`src/rtl/frame_buffer_arbiter.sv`:
```
// Single-port frame-buffer arbiter: VGA reads take priority over a frame-clear sweep,
// which takes priority over FIFO-buffered edge-detector writes. One memory op per cycle.
module frame_buffer_arbiter #(
  parameter int H_ACTIVE   = 640,
  parameter int V_ACTIVE   = 480,
  parameter int FIFO_DEPTH = 8,
  parameter int DATA_W     = 2
) (
  input  logic                          mainClk,
  input  logic                          reset,
  input  logic                          rdReq,
  input  logic [9:0]                    rdX,
  input  logic [8:0]                    rdY,
  output logic                          rdValid,
  output logic [DATA_W-1:0]             rdData,
  input  logic                          wrValid,
  input  logic [9:0]                    wrX,
  input  logic [8:0]                    wrY,
  input  logic [DATA_W-1:0]             wrData,
  output logic                          wrReady,
  input  logic                          clearReq,
  output logic                          clearBusy,
  output logic                          clearDone,
  output logic [$clog2(FIFO_DEPTH):0]   fifoCount,
  output logic [18:0]                   memAddr,
  output logic [DATA_W-1:0]             memWrData,
  output logic                          memWe,
  input  logic [DATA_W-1:0]             memRdData
);

  localparam int PTR_W   = $clog2(FIFO_DEPTH);
  localparam int CNT_W   = PTR_W + 1;
  localparam int ENTRY_W = 19 + DATA_W;

  typedef enum logic {
    S_IDLE,
    S_CLEAR
  } state_t;

  state_t              state_q, state_d;
  logic [9:0]          cx_q, cx_d;
  logic [8:0]          cy_q, cy_d;
  logic                clear_busy_q, clear_busy_d;
  logic                clear_done_q, clear_done_d;
  logic [PTR_W-1:0]    wr_ptr_q, wr_ptr_d;
  logic [PTR_W-1:0]    rd_ptr_q, rd_ptr_d;
  logic [CNT_W-1:0]    count_q, count_d;
  logic [18:0]         mem_addr_q, mem_addr_d;
  logic [DATA_W-1:0]   mem_wr_data_q, mem_wr_data_d;
  logic                mem_we_q, mem_we_d;
  logic                rd_pend_q, rd_pend_d;
  logic                rd_valid_q, rd_valid_d;

  // Entry layout: {y[8:0], x[9:0], data}, so the upper 19 bits are the memory address.
  logic [ENTRY_W-1:0]  fifo_mem_q [FIFO_DEPTH];
  logic [ENTRY_W-1:0]  head;

  logic                push;
  logic                pop;
  logic                grant_clear;
  logic                last_pix;
  logic                ready;

  assign ready       = (count_q < CNT_W'(FIFO_DEPTH));
  assign push        = wrValid & ready;
  assign grant_clear = !rdReq && (state_q == S_CLEAR);
  assign pop         = !rdReq && (state_q == S_IDLE) && (count_q != '0);
  assign last_pix    = (cx_q == 10'(H_ACTIVE - 1)) && (cy_q == 9'(V_ACTIVE - 1));
  assign head        = fifo_mem_q[rd_ptr_q];

  always_comb begin
    state_d       = state_q;
    cx_d          = cx_q;
    cy_d          = cy_q;
    clear_busy_d  = clear_busy_q;
    clear_done_d  = 1'b0;
    wr_ptr_d      = wr_ptr_q;
    rd_ptr_d      = rd_ptr_q;
    count_d       = count_q;
    mem_addr_d    = mem_addr_q;
    mem_wr_data_d = mem_wr_data_q;
    mem_we_d      = 1'b0;
    rd_pend_d     = rdReq;
    rd_valid_d    = rd_pend_q;

    if (rdReq) begin
      mem_addr_d = {rdY, rdX};
    end else if (grant_clear) begin
      mem_addr_d    = {cy_q, cx_q};
      mem_wr_data_d = '0;
      mem_we_d      = 1'b1;
    end else if (pop) begin
      mem_addr_d    = head[DATA_W +: 19];
      mem_wr_data_d = head[DATA_W-1:0];
      mem_we_d      = 1'b1;
    end

    case (state_q)
      S_IDLE: begin
        if (clearReq) begin
          state_d      = S_CLEAR;
          cx_d         = '0;
          cy_d         = '0;
          clear_busy_d = 1'b1;
        end
      end
      S_CLEAR: begin
        if (grant_clear) begin
          if (last_pix) begin
            state_d      = S_IDLE;
            clear_busy_d = 1'b0;
            clear_done_d = 1'b1;
            cx_d         = '0;
            cy_d         = '0;
          end else if (cx_q == 10'(H_ACTIVE - 1)) begin
            cx_d = '0;
            cy_d = cy_q + 9'd1;
          end else begin
            cx_d = cx_q + 10'd1;
          end
        end
      end
      default: state_d = S_IDLE;
    endcase

    if (push) wr_ptr_d = wr_ptr_q + PTR_W'(1);
    if (pop)  rd_ptr_d = rd_ptr_q + PTR_W'(1);
    case ({push, pop})
      2'b10:   count_d = count_q + CNT_W'(1);
      2'b01:   count_d = count_q - CNT_W'(1);
      default: count_d = count_q;
    endcase
  end

  always_ff @(posedge mainClk or posedge reset) begin
    if (reset) begin
      state_q       <= S_IDLE;
      cx_q          <= '0;
      cy_q          <= '0;
      clear_busy_q  <= 1'b0;
      clear_done_q  <= 1'b0;
      wr_ptr_q      <= '0;
      rd_ptr_q      <= '0;
      count_q       <= '0;
      mem_addr_q    <= '0;
      mem_wr_data_q <= '0;
      mem_we_q      <= 1'b0;
      rd_pend_q     <= 1'b0;
      rd_valid_q    <= 1'b0;
    end else begin
      state_q       <= state_d;
      cx_q          <= cx_d;
      cy_q          <= cy_d;
      clear_busy_q  <= clear_busy_d;
      clear_done_q  <= clear_done_d;
      wr_ptr_q      <= wr_ptr_d;
      rd_ptr_q      <= rd_ptr_d;
      count_q       <= count_d;
      mem_addr_q    <= mem_addr_d;
      mem_wr_data_q <= mem_wr_data_d;
      mem_we_q      <= mem_we_d;
      rd_pend_q     <= rd_pend_d;
      rd_valid_q    <= rd_valid_d;
    end
  end

  always_ff @(posedge mainClk) begin
    if (push) fifo_mem_q[wr_ptr_q] <= {wrY, wrX, wrData};
  end

  assign wrReady   = ready;
  assign fifoCount = count_q;
  assign clearBusy = clear_busy_q;
  assign clearDone = clear_done_q;
  assign memAddr   = mem_addr_q;
  assign memWrData = mem_wr_data_q;
  assign memWe     = mem_we_q;
  assign rdValid   = rd_valid_q;
  assign rdData    = rd_valid_q ? memRdData : '0;

endmodule

```
`config.mk`:
```
export PLATFORM = sky130hd
export DESIGN_NAME = frame_buffer_arbiter
export DESIGN_NICKNAME = d
export VERILOG_FILES = /design/src/rtl/frame_buffer_arbiter.sv
export SDC_FILE = /design/constraint.sdc
export NUM_CORES = 1
export LEC_CHECK = 0
export BUFFER_PORTS_ARGS = -buffer_cell sky130_fd_sc_hd__buf_2
export CELL_PAD_IN_SITES_DETAIL_PLACEMENT = 2
export CELL_PAD_IN_SITES_GLOBAL_PLACEMENT = 2
export CORE_MARGIN = 5
export CORE_UTILIZATION = 42
export DETAILED_ROUTE_END_ITERATION = 10
export MAX_ROUTING_LAYER = met4
export PLACE_DENSITY = 0.85
export SKIP_CTS_REPAIR_TIMING = 1
export SLEW_MARGIN = 20
export SYNTH_ARGS = -nofsm -noshare
export SYNTH_HDL_FRONTEND = slang
export SYNTH_SLANG_ARGS = --single-unit
```
`constraint.sdc`:
```
create_clock -name mainClk -period 4.02 [get_ports mainClk]
set_input_delay 1.005 -clock mainClk [delete_from_list [all_inputs] [get_ports mainClk]]
set_output_delay 1.005 -clock mainClk [all_outputs]
set_load 0.02 [all_outputs]
```
==> summary by stage <==
Floorplan
For this configuration, the core starts out at a cell density of a little over two fifths. The overall die area is 24800 µm². The placement row count is between 50 and 60. After floorplanning, the core was sized to cover ~22000 µm².

The horizontal die dimension is 157 µm. The I/O pin count is 79. From bottom edge to top edge, the die measures 157 µm.

Final layout
Summing all multi-input logic gate instances after layout gives 2540 µm². The final net count is ~680. With fillers left out, the area of the finished cells amounts to 10600 µm². The count of fill cells added during filler insertion is around 2000. Cells with a size suffix above 1 make up between 20 and 30% of the layout. The most common cell after layout, fill and taps aside is edfxtp_1.

The top cell types in the final layout, fill and taps aside, are edfxtp_1, buf_2, dfrtp_1. In the final layout, flip-flops and latches occupy between 6000 and 7000 µm². The final core utilization is between 40% and 50%. The layout overhead on the synthesized area is 16.4%.

Power
Power spread over the standard cell area amounts to 592 nW/µm². The internal power of the cells is roughly 0.0045 W. The analysis attributes to net switching a power of around 0.0018 W. Of the total power, the share spent switching nets is 28.7%.

Of the total power, the clock network draws 34.3%. Sequential cells account for about half of the total power. The combinational cell fraction of total power is approximately 17%. The worst-case IR drop observed on VDD is ~0.31 mV. The analysis attributes to cell leakage a power of between 3 and 4 nW.

STA
The share of the clock period used by the worst path is approximately two thirds. Setup total negative slack on the finished layout was measured at 0 ns. The final number of max-transition violations is 0.

The max-slew headroom at the worst pin is between 30% and 40%. Setup violations remaining at the end of the flow were counted as 0. The final worst clock skew is between 0.01 and 0.015 ns. For the finished layout, the period the worst path requires is ~2.7 ns. Based on the critical path, the design can be clocked at up to 365 MHz. Setup repair after global routing left no endpoint under its margin.

At the pin with the least slew margin, the transition time is slightly above 0.9 ns. The number of hold violations in the final report came to 0.

Route
For this run, the detailed router's first-pass iteration total came to 5. The count of nets left with antenna violations once routing finished came out at 0. The DRC violation count after routing is 0.

The number of DRC violations after detailed-routing iteration 0 is 419. After detailed routing, the average wire length per cell comes to approximately 28 µm. The number of vias in the routed layout is ~5300.

The aggregate routed wire length is 26100 µm. The post-detailed-route via-to-cell ratio is ~5.7.

Synth
The warning count from the yosys run is 0. The flip-flop cell with the highest count after synthesis is edfxtp_1. Counting flops with a built-in enable in the synthesized netlist gives roughly 170. In the synthesized netlist the async set-or-reset flop fraction comes to 25.0%. After synthesis, the mean cell area works out to ~17 µm².

The number of different library cells used by synthesis comes to 53. The sequential element share of the synthesized area is approximately 71%. Counting every net in the synthesized netlist gives just under 600. After synthesis the cells add up to 9130 µm². The post-synthesis cell count is about 530. Synthesis inferred ~220 register bits.

Setup path
The critical path crosses 4 cells after its start point. Across all register-to-register paths, the minimum setup slack is ~1.3 ns. The required time of the critical path is 4.40 ns. In this run the worst path has a maximum fanout of 26. The path depth of the worst reg2reg path is 4. Traced cell by cell, the critical path runs through buf_4, mux4_2, mux2i_1, a21oi_1.

The number of buffers and inverters on the critical path is 1. Data on the critical path arrives at its endpoint at 3.12 ns. The category of the worst setup path capture point is a register.

By startpoint and endpoint, the worst setup path is classified as register to register. On the worst path, the slowest cell contributes a delay of ~0.81 ns. The kind of cell adding the most delay to the critical path is multiplexers. The startpoint type of the worst setup path is a register. Among all stages on the critical path, the largest delay is contributed by dfrtp_2.

CTS
Clock latency on the worst-skew pair, taken at its later pin, is about 0.52 ns. The root buffer cell chosen for the clock tree is clkbuf_16. The CTS buffer count is 25.

TritonCTS built the clock tree. After clock tree synthesis, the clock-pin slew on the worst setup and hold paths is roughly 0.070 ns. CTS built an H-tree with a depth of 1.

The clock sink total is around 220. The clock passes through at most 3 buffers.

GRT
The maximum number of pins on one net before global-route repair is 46. The overall overflow remaining after global route is 0. The first-pass GRT wire length is 39500 µm.

The total global routing track utilization is 22.0%. The number of global-route vias before repair is between 5000 and 6000. The number of antenna violations at the first check in global routing came to 2.

Placement
Buffers placed on the I/O ports in this run total between 70 and 80. The final estimated routing congestion in global placement is between 0.8 and 0.9. The placed instances occupy a cell area of between 9000 and 10000 µm².

Once detailed placement completed, the half-perimeter wirelength came to about 16000 µm.

Hold path
The cell depth of the worst hold path is 0. The type of the worst min-delay path is register to register.

Job
Max-cap violations in this run came to 0.

Outcome
The flow ran to the end, and the final reports show no timing, DRC or antenna violations.
## flip-flops by register name (all words and copies together), names as in the netlist
signal / flops
memAddr: 19
fifoCount: 4
memWrData: 2
state_q: 1
cx_q: 10
memWe: 1
wr_ptr_q: 3
cy_q: 9
rdValid: 1
clearDone: 1
clearBusy: 1
fifo_mem_q: 168
rd_pend_q: 1
rd_ptr_q: 3
## synthesized netlist by cell type (6+ instances only)
cell      number  area [µm²]
a21oi_1       15        75.1
and3_1         7        43.8
buf_2          6        30.0
clkbuf_1       9        33.8
dfrtp_1       56        1400
edfxtp_1     168        5040
ha_1           7        87.6
inv_1          8        30.0
mux2i_1       18         180
mux4_2        42         946
nand2_1       31         116
nand3b_1      10        75.1
nand4_1        6        37.5
nor2_1        36         135
nor2b_1        7        43.8
o21ai_0       11        55.1
o221ai_1      10        87.6
xnor2_1        6        52.6
xor2_1        15         131
## cell type report
cell class / instances / area share [%]
sequential: 224 / 60.7
antenna: 2 / 0.0471
tap: 280 / 3.30
clock buffer: 34 / 6.30
multi-input combinational: 276 / 23.9
timing repair buffer: 92 / 4.66
inverter: 9 / 0.330
clock inverter: 12 / 0.789
## worst paths after layout
check                            start      endpoint
max                        rd_ptr_q[0]   memAddr[15]
min                          rd_pend_q       rdValid
max reg2reg                rd_ptr_q[0]   memAddr[15]
min reg2reg                  rd_pend_q       rdValid
max in group asynchronous        reset  memWrData[0]
min in group asynchronous        reset  fifoCount[3]
## stage by stage
step | worst slack, ns | total power, W | std cells | hold slack, ns
after CTS | 1.28 | 0.00636 | 927 | 0.354
after floorplan | 0.637 | 0.00372 | 533 | 0.331
after detailed placement | 0.925 | 0.00417 | 881 | 0.340
after global routing | 1.11 | 0.00658 | 929 | 0.370
final | 1.28 | 0.00629 | 929 | 0.357
after global placement | 1.13 | 0.00404 | 881 | 0.333
## cell families after synthesis
group                      after synthesis  synth area share, %
DFF                                    224                 70.6
and+or+nand+nor                        121                 6.90
muxes                                   65                 13.0
AOI/OAI and AO/OA                       62                 4.87
buffers and inverters                   33                 1.69
xor gates and xnor gates                21                 2.02
adders and majority gates                7                0.960
## power groups by stage
stage	logic (W)	registers (W)	clock network (W)
final	0.00105	0.00308	0.00216
after CTS	0.00107	0.00309	0.00221
after detailed placement	0.00105	0.00312	0
after global routing	0.00113	0.00312	0.00233
after floorplan	0.000677	0.00304	0
after global placement	0.000978	0.00306	0
## metal layers
metal	track usage [%]	up-vias	routed length, µm
li1	-	2271	-
met1	27.9	2838	10500
met2	37.3	161	13700
met3	3.30	43	1310
met4	5.74	0	631
met5	-	-	0
(Power assumes the default switching activity.)
